[src/rtl/fmul_pkg.sv]
// Shared FPU definitions for the multiply issue front-end.
//   FP_W      : IEEE single-precision word width
//   TAG_W_DEF : default destination-tag width (register index)
//   fmul_resp_t : one returned result, product plus destination tag
package fmul_pkg;

  localparam int FP_W      = 32;
  localparam int TAG_W_DEF = 5;

  typedef struct packed {
    logic [FP_W-1:0]      d;
    logic [TAG_W_DEF-1:0] tag;
  } fmul_resp_t;

endpackage

[src/rtl/fmul_res_fifo.sv]
// Generic synchronous FIFO with an occupancy count and a registered head.
//   clk, rst   : clock, synchronous active-high reset (pointers/count only)
//   push/wdata : write request and data; the caller guarantees no push when full
//   pop        : read request; ignored while empty
//   rdata      : current head entry (meaningful only while count != 0)
//   count      : number of stored entries, 0..DEPTH
module fmul_res_fifo #(
  parameter int WIDTH = 37,
  parameter int DEPTH = 4
) (
  input  logic                       clk,
  input  logic                       rst,
  input  logic                       push,
  input  logic [WIDTH-1:0]           wdata,
  input  logic                       pop,
  output logic [WIDTH-1:0]           rdata,
  output logic [$clog2(DEPTH):0]     count
);

  localparam int AW = $clog2(DEPTH);
  localparam int CW = AW + 1;

  logic [AW-1:0]    wr_ptr_q, wr_ptr_d;
  logic [AW-1:0]    rd_ptr_q, rd_ptr_d;
  logic [CW-1:0]    count_q, count_d;
  logic [WIDTH-1:0] mem_q [DEPTH];
  logic             pop_ok;

  // DEPTH is a power of two, so the pointers wrap by natural overflow.
  always_comb begin
    pop_ok   = pop && (count_q != '0);
    wr_ptr_d = wr_ptr_q;
    rd_ptr_d = rd_ptr_q;
    if (push)   wr_ptr_d = wr_ptr_q + AW'(1);
    if (pop_ok) rd_ptr_d = rd_ptr_q + AW'(1);
    count_d  = count_q + CW'(push) - CW'(pop_ok);
  end

  always_ff @(posedge clk) begin
    if (rst) begin
      wr_ptr_q <= '0;
      rd_ptr_q <= '0;
      count_q  <= '0;
    end else begin
      wr_ptr_q <= wr_ptr_d;
      rd_ptr_q <= rd_ptr_d;
      count_q  <= count_d;
    end
  end

  // Storage is data only; validity comes from count_q.
  always_ff @(posedge clk) begin
    if (push) mem_q[wr_ptr_q] <= wdata;
  end

  assign rdata = mem_q[rd_ptr_q];
  assign count = count_q;

endmodule

[src/rtl/fmul_issue.sv]
// Issue/return front-end for the fixed-latency FP32 multiplier.
//   req_valid/req_ready/req_s/req_t/req_tag : operation request handshake
//   mul_s/mul_t : operands straight to the multiplier (sampled every edge)
//   mul_d       : multiplier product, valid LAT cycles after the issue edge
//   resp_valid/resp_ready/resp_d/resp_tag   : in-order result handshake
//   idle        : nothing in flight and result FIFO empty
// The multiplier cannot stall, so an op is admitted only when a FIFO slot is
// reserved for it: in-flight ops plus buffered results never exceed RES_DEPTH.
module fmul_issue
  import fmul_pkg::*;
#(
  parameter int TAG_W     = TAG_W_DEF,
  parameter int LAT       = 1,
  parameter int RES_DEPTH = 4
) (
  input  logic             clk,
  input  logic             rst,
  input  logic             req_valid,
  output logic             req_ready,
  input  logic [FP_W-1:0]  req_s,
  input  logic [FP_W-1:0]  req_t,
  input  logic [TAG_W-1:0] req_tag,
  output logic [FP_W-1:0]  mul_s,
  output logic [FP_W-1:0]  mul_t,
  input  logic [FP_W-1:0]  mul_d,
  output logic             resp_valid,
  input  logic             resp_ready,
  output logic [FP_W-1:0]  resp_d,
  output logic [TAG_W-1:0] resp_tag,
  output logic             idle
);

  localparam int CW = $clog2(RES_DEPTH) + 1;

  logic [LAT-1:0]   trk_vld_q, trk_vld_d;
  logic [TAG_W-1:0] trk_tag_q [LAT];
  logic [TAG_W-1:0] trk_tag_d [LAT];
  logic [CW-1:0]    inflight_q, inflight_d;
  logic [CW-1:0]    fifo_count;
  logic [CW:0]      credit_used;
  logic             issue;
  logic             fifo_push;
  logic             fifo_pop;
  logic [FP_W+TAG_W-1:0] fifo_head;
  logic [FP_W-1:0]  head_d;
  logic [TAG_W-1:0] head_tag;

  assign mul_s = req_s;
  assign mul_t = req_t;

  // Credits come from registered counts only, so a pop frees a slot one
  // cycle later and there is no resp_ready -> req_ready path.
  always_comb begin
    credit_used = {1'b0, inflight_q} + {1'b0, fifo_count};
    req_ready   = !rst && (credit_used < (CW+1)'(RES_DEPTH));
    issue       = req_valid && req_ready;
    fifo_push   = trk_vld_q[LAT-1];
    trk_vld_d    = trk_vld_q;
    trk_vld_d[0] = issue;
    trk_tag_d    = trk_tag_q;
    trk_tag_d[0] = req_tag;
    for (int i = 1; i < LAT; i++) begin
      trk_vld_d[i] = trk_vld_q[i-1];
      trk_tag_d[i] = trk_tag_q[i-1];
    end
    inflight_d = inflight_q + CW'(issue) - CW'(fifo_push);
  end

  // Stage boundary: tracker follows the op through the multiplier pipeline.
  always_ff @(posedge clk) begin
    if (rst) begin
      trk_vld_q  <= '0;
      inflight_q <= '0;
    end else begin
      trk_vld_q  <= trk_vld_d;
      inflight_q <= inflight_d;
    end
  end

  always_ff @(posedge clk) begin
    trk_tag_q <= trk_tag_d;
  end

  // Stage boundary: last tracker stage captures the product into the FIFO.
  fmul_res_fifo #(
    .WIDTH (FP_W + TAG_W),
    .DEPTH (RES_DEPTH)
  ) u_fifo (
    .clk   (clk),
    .rst   (rst),
    .push  (fifo_push),
    .wdata ({mul_d, trk_tag_q[LAT-1]}),
    .pop   (fifo_pop),
    .rdata (fifo_head),
    .count (fifo_count)
  );

  assign {head_d, head_tag} = fifo_head;

  // FIFO storage is not reset; outputs are forced to zero while empty.
  always_comb begin
    resp_valid = (fifo_count != '0);
    resp_d     = resp_valid ? head_d   : '0;
    resp_tag   = resp_valid ? head_tag : '0;
    fifo_pop   = resp_valid && resp_ready;
    idle       = (inflight_q == '0) && (fifo_count == '0);
  end

endmodule

[config.mk]
export PLATFORM = sky130hd
export DESIGN_NAME = fmul_issue
export DESIGN_NICKNAME = d
export VERILOG_FILES = /design/src/rtl/fmul_pkg.sv /design/src/rtl/fmul_res_fifo.sv /design/src/rtl/fmul_issue.sv
export SDC_FILE = /design/constraint.sdc
export NUM_CORES = 1
export LEC_CHECK = 0
export ABC_CLOCK_PERIOD_IN_PS = 4000
export BUFFER_PORTS_ARGS = -buffer_cell sky130_fd_sc_hd__buf_2
export CORE_ASPECT_RATIO = 1.25
export CORE_UTILIZATION = 31
export CTS_BUF_LIST = sky130_fd_sc_hd__clkbuf_4 sky130_fd_sc_hd__clkbuf_8
export DETAILED_ROUTE_END_ITERATION = 6
export GPL_TIMING_DRIVEN = 0
export HOLD_SLACK_MARGIN = 0.03
export PLACE_DENSITY = 0.59
export SETUP_SLACK_MARGIN = 0.4
export SLEW_MARGIN = 10
export SYNTH_ARGS = -nofsm -noshare
export SYNTH_HDL_FRONTEND = slang
export SYNTH_SLANG_ARGS = --single-unit
[constraint.sdc]
create_clock -name clk -period 4 [get_ports clk]
set_clock_uncertainty 0.2 [all_clocks]
set_input_delay 0.4 -clock clk [delete_from_list [all_inputs] [get_ports clk]]
set_output_delay 0.4 -clock clk [all_outputs]
set_load 0.02 [all_outputs]
### After elaboration in Yosys (flattened, before gate mapping)

Memories as Yosys holds them, arrays and structs flattened. A register that Yosys moved wholly into a read port is not among the register bits.
Index checks and enable logic that the tools add are counted.
Widths: inputs -> output; s select.

| cells by class | value |
|---|---|
| order comparisons | 1 |
| add/sub/neg operators | 7 |
| mux-type cells | 6 |
| reduce and logical (&&, ||, !) cells | 9 |

Operators by type and width:

| operator | number |
|---|---|
| $mux 32 | 1 |
| $add 3x1->3 | 2 |
| $logic_not 3->1 | 2 |
| $sub 3x1->3 | 2 |
| $logic_and 1x1->1 | 5 |
| $mux 5 | 1 |
| $add 2x1->2 const B | 2 |
| $add 3x3->4 | 1 |
| $lt 4x3->1 const B | 1 |
| $mux 2 | 2 |
| $reduce_bool 3->1 | 1 |
| $mux 1 | 2 |
| $logic_not 1->1 | 1 |

| word-level totals | value |
|---|---|
| word-level logic and storage cells | 30 |
| bits of input ports | 105 |
| memories kept | 1 |
| memory bits (writable) | 148 |
| register bits | 16 |
| output and inout port bits | 104 |

Memories:

| name | depth | width | rd ports | clocked after memory_dff | wr ports | RTL line | source |
|---|---|---|---|---|---|---|---|
| u_fifo.mem_q | 4 | 37 | 1 | 1 | 1 | fmul_res_fifo.sv:26 | `logic [WIDTH-1:0] mem_q [DEPTH];` |

### Longest topological paths before layout

| logic depth | value |
|---|---|
| depth in word-level cells | 6 |
| gate-level depth with buffers | 9 |
| mapped depth without buffers | 9 |

### Hierarchy

Synthesis repeated with hierarchy kept, for this count alone.

| unflattened totals | value |
|---|---|
| cell total of the unflattened synthesis | 370 |
| area, all modules | 7,045.5 um^2 |

By module, submodules not included:

| module | times used | sequential area each (um^2) | area an instance (um^2) | cells each |
|---|---|---|---|---|
| fmul_res_fifo | 1 | 4,624.4 | 5,859.4 | 237 |
| fmul_issue | 1 | 180.2 | 1,186.1 | 133 |

### Worst setup path before layout

Ideal clock, no wire load.

| timing path | value |
|---|---|
| path type | register -> register |
| from | register inflight_q[2] |
| to | register inflight_q[2] |
| library setup time | 0.128 ns |
| arrival time | 2.234 ns |
| data required time | 3.672 ns |
| cell stages (with the launch flop) | 10 |
| path buffers | 0 |
| slack | 1.438 ns |
| path through | dfxtp_1 ha_1 nor4_1 nand3_1 ha_1 inv_1 ha_1 fa_1 xor3_1 nor2_1 |

| between the ends | value |
|---|---|
| longest elaborated chain between the ends | 6 |

RTL lines:

| what | RTL line | source |
|---|---|---|
| from (decl) | fmul_issue.sv:38 | `logic [CW-1:0] inflight_q, inflight_d;` |
| from (signal assigned) | fmul_issue.sv:76 | `inflight_q <= inflight_d;` |
| $add 3x3->4 | fmul_issue.sv:54 | `credit_used = {1'b0, inflight_q} + {1'b0, fifo_count};` |
| $lt 4x3->1 | fmul_issue.sv:55 | `req_ready = !rst && (credit_used < (CW+1)'(RES_DEPTH));` |
| $logic_and 1x1->1 | fmul_issue.sv:55 |  |
| $logic_and 1x1->1 | fmul_issue.sv:56 | `issue = req_valid && req_ready;` |
| $add 3x1->3 * | fmul_issue.sv:66 | `inflight_d = inflight_q + CW'(issue) - CW'(fifo_push);` |
| $sub 3x1->3 * | fmul_issue.sv:66 |  |

Mark *: on every way between the ends. The rest lies on a longest branch, timed or not.
A chain may end at the register's enable or synchronous reset.

### Worst setup path after layout

| timing path | value |
|---|---|
| from | register u_fifo.count_q[1], in the netlist u_fifo.count[1] |
| to | output resp_d[26] |

| between the ends | value |
|---|---|
| longest elaborated chain between the ends | 2 |

RTL lines:

| what | RTL line | source |
|---|---|---|
| from (decl) | fmul_res_fifo.sv:25 | `logic [CW-1:0] count_q, count_d;` |
| from (signal assigned) | fmul_res_fifo.sv:47 | `count_q <= count_d;` |
| $reduce_bool 3->1 | fmul_issue.sv:102 | `resp_valid = (fifo_count != '0);` |
| $mux 32 | fmul_issue.sv:103 | `resp_d = resp_valid ? head_d : '0;` |
| to (decl) | fmul_issue.sv:28 | `output logic [FP_W-1:0] resp_d,` |

Every way passes these cells.

==> flow_summary.toml <==
[logic_synthesis]
syn_area_per_cell_um2 = 18.7
seq_area_frac_synth_pct = 69.3
synth_nets = 487
synthesis.area_mm2 = 0.00693
synth_commonest_cells = "edfxtp_1, buf_4, and2_1"
synth_edf_count = 148
synth.top_cells.by_area = "edfxtp_1, mux4_2, buf_4, dfxtp_1, and2_1"
synth_cell_types = 27
synth_top_area_cell = "edfxtp_1"
synth_seq_cells = 166
synth_cells = 370
synthDominantCellAreaShare_pct = 64.1
synth-main-ff-cell = "edfxtp_1"
synth-async-reset-ratio_pct = 0
synth.most_common_cell = "edfxtp_1"
yosysWarnings = 0

[critical_path]
cp-startpoint = "u_fifo.count[1]$_SDFF_PP0_"
critPathKind = "flop to output port"
worstPathArrival_ns = 2.43
cpPeakStageDelay_ns = 0.45
reg2reg_slack_ns = 1.26
r2r_end = "inflight_q[2]$_SDFF_PP0_"
crit_family = "buffers and inverters"
path_cells = "or3_1 -> clkbuf_1 -> clkbuf_1 -> and2_1 -> buf_2"
required_ns = 3.40
cp-end-kind = "output port"
critPathBufInv = 3
r2r-start = "u_fifo.count[2]$_SDFF_PP0_"
crit_slowest_cell = "dfxtp_1"
start_kind = "flop"
crit_path_max_fanout = 10
cpMostUsedCell = "clkbuf_1"
worstRegToRegCells = 9

[floorplanning]
core_mm2 = 0.0217
die_w_um = 136
initial_core_util_pct = 31.9
io_pins = 209
die_y_um = 169
rows = 60
dieArea_mm2 = 0.0230

[power]
power.total_mw = 5.13
p_per_area_mw_per_mm2 = 576
p_leak_nw = 3.40
ir_drop_mv = 0.300

[sta]
tightest_slew_ns = 0.615
finalHoldViolCount = 0
finalCritPeriodShare_pct = 75.7
setup_violations = 0
clock.fmax_mhz = 330
fin_setup_tns_ns = 0
grt_setup_unrepaired = "false"
fin_ws_ns = 0.974
fin_crit_ns = 3.03
drv_slew = 0
slew_headroom_pct = 59.0
fin_hold_ws_ns = 0.154

[placed_design]
finalWeightedCongestion = 0.733
pre_cts_ws_ns = 1.27
port_buffers = 144
hpwlAfterDp_mm = 10.3

[routing]
route.vias.total = 3819
drt_wl_total_mm = 14.8
ant_nets = 0
dr.pass1.iters = 4
dr.first_iter.drc_count = 234
drcViolationCount = 0
via_per_inst = 4.40
wl_per_cell_um = 17.1

[worst_hold_path]
hold_start = "rst"
hold_end = "fifo_push$_SDFF_PP0_"
hold_class = "input port to flop"
hold_depth = 3

[final_layout]
multi_input_area_mm2 = 0.00151
drive_above_1_share_pct = 48.8
fin_nets = 692
area_delta_synth_final_pct = 28.5
seq_area_mm2 = 0.00480
diodes = 0
fill_cells = 1988

[job]
drv_cap = 0

[run_status]
status = "completed"

[global_route]
grt_pass1_wl_mm = 21.9
overflow = 0
grt_pass1_vias = 4073
grt_max_degree = 20
track_usage_pct = 13.2
antenna_found_initial = 1

[clocking]
clkSinkCount = 166
clk_pin_slew_ns = 0.09
htree_levels = 4
cts_buffers = 17
root_buffer = "clkbuf_8"
clock_path_buffers = 2
clock_latency_ns = 0.44
cts_tree = "yes"
[worst min-delay path: cells and delay by family]
family | cells | cell delay [ns]
and+or+nand+nor | 2 | 0.23
buffers and inverters | 1 | 0.13
[cell type report]
type | instances | share of cell area (%)
Multi-Input combinational cell | 118 | 16.9
Clock buffer | 17 | 2.63
Timing Repair Buffer | 186 | 13.3
Tap cell | 279 | 3.92
Buffer | 77 | 6.63
Sequential cell | 166 | 54.0
Inverter | 9 | 0.379
Clock inverter | 15 | 2.23
[repair_timing]
item	CTS	global route
endpoints found under the hold margin	134	0
hold buffers	38	0
buffers inserted	0	0
resized for setup	0	0
[worst max-delay path by stage]
| stage | endpoint | slack, ns | depth (start not counted) |
|---|---|---|---|
| after CTS | resp_d[26] | 0.79 | 5 |
| after detailed placement | inflight_q[2]$_SDFF_PP0_ | 1.27 | 9 |
| after global placement | u_fifo.mem_q[3][24]$_DFFE_PP_ | 1.20 | 1 |
| final | resp_d[26] | 0.97 | 5 |
| after floorplan | inflight_q[2]$_SDFF_PP0_ | 1.44 | 9 |
| after global routing | resp_d[26] | 0.67 | 5 |
[sequential cells by signal (all words and copies together) (netlist names), named ones only]
signal           count
trk_tag_q            5
u_fifo.mem_q       148
u_fifo.wr_ptr_q      2
inflight_q           3
fifo_push            1
u_fifo.rd_ptr_q      2
u_fifo.count         3
[metrics by stage]
step | utilization, % | cell area [um^2] | std cells
2_1_floorplan | - | 6930 | 370
3_3_place_gp | 36.9 | 8000 | 793
3_5_place_dp | 37.3 | 8090 | 797
4_1_cts | 41.0 | 8900 | 867
5_1_grt | 41.0 | 8900 | 867
6_report | 41.0 | 8900 | 867
[routing by layer]
layer / track usage, % / wire (um)
met3: 3.35 / 933
met2: 25.4 / 8240
met1: 14.0 / 5450
met4: 3.71 / 153
met5: 0 / 9
[logic make-up after synthesis]
logic type / synth area share, %
simple gates: 5.16
xor+xnor: 0.813
fa+ha+maj: 2.38
mux: 13.0
buf+inv: 9.01
flops: 69.3
compound gates: 0.253
[cell usage in the layout, fill, tap and decap left out]
cell,n
edfxtp_1,148
buf_2,147
buf_4,64
and2_1,38
dlygate4sd3_1,38
mux4_2,30
dfxtp_1,18
clkbuf_8,17
ha_1,10
inv_1,9
mux4_1,7
buf_12,6
nor2_1,6
nor2b_1,6
inv_6,5
clkbuf_1,4
and2_2,4
bufinv_16,4
mux2_2,3
clkinvlp_4,3
nor4_1,2
nand3_1,2
xor3_1,2
fa_1,2
clkinv_1,2
o31a_1,1
or3_1,1
buf_6,1
clkbuf_2,1
buf_1,1
xnor2_1,1
o311ai_0,1
and3_1,1
mux2i_1,1
clkinv_2,1
buf_16,1
[report_power, final]
part | internal (mW) | leakage, nW | switching, mW
Sequential | 2.03 | 1.49 | 0.0664
Clock | 0.684 | 0.209 | 0.607
Combinational | 0.776 | 1.70 | 0.969
Power figures use the tool's default switching activity.
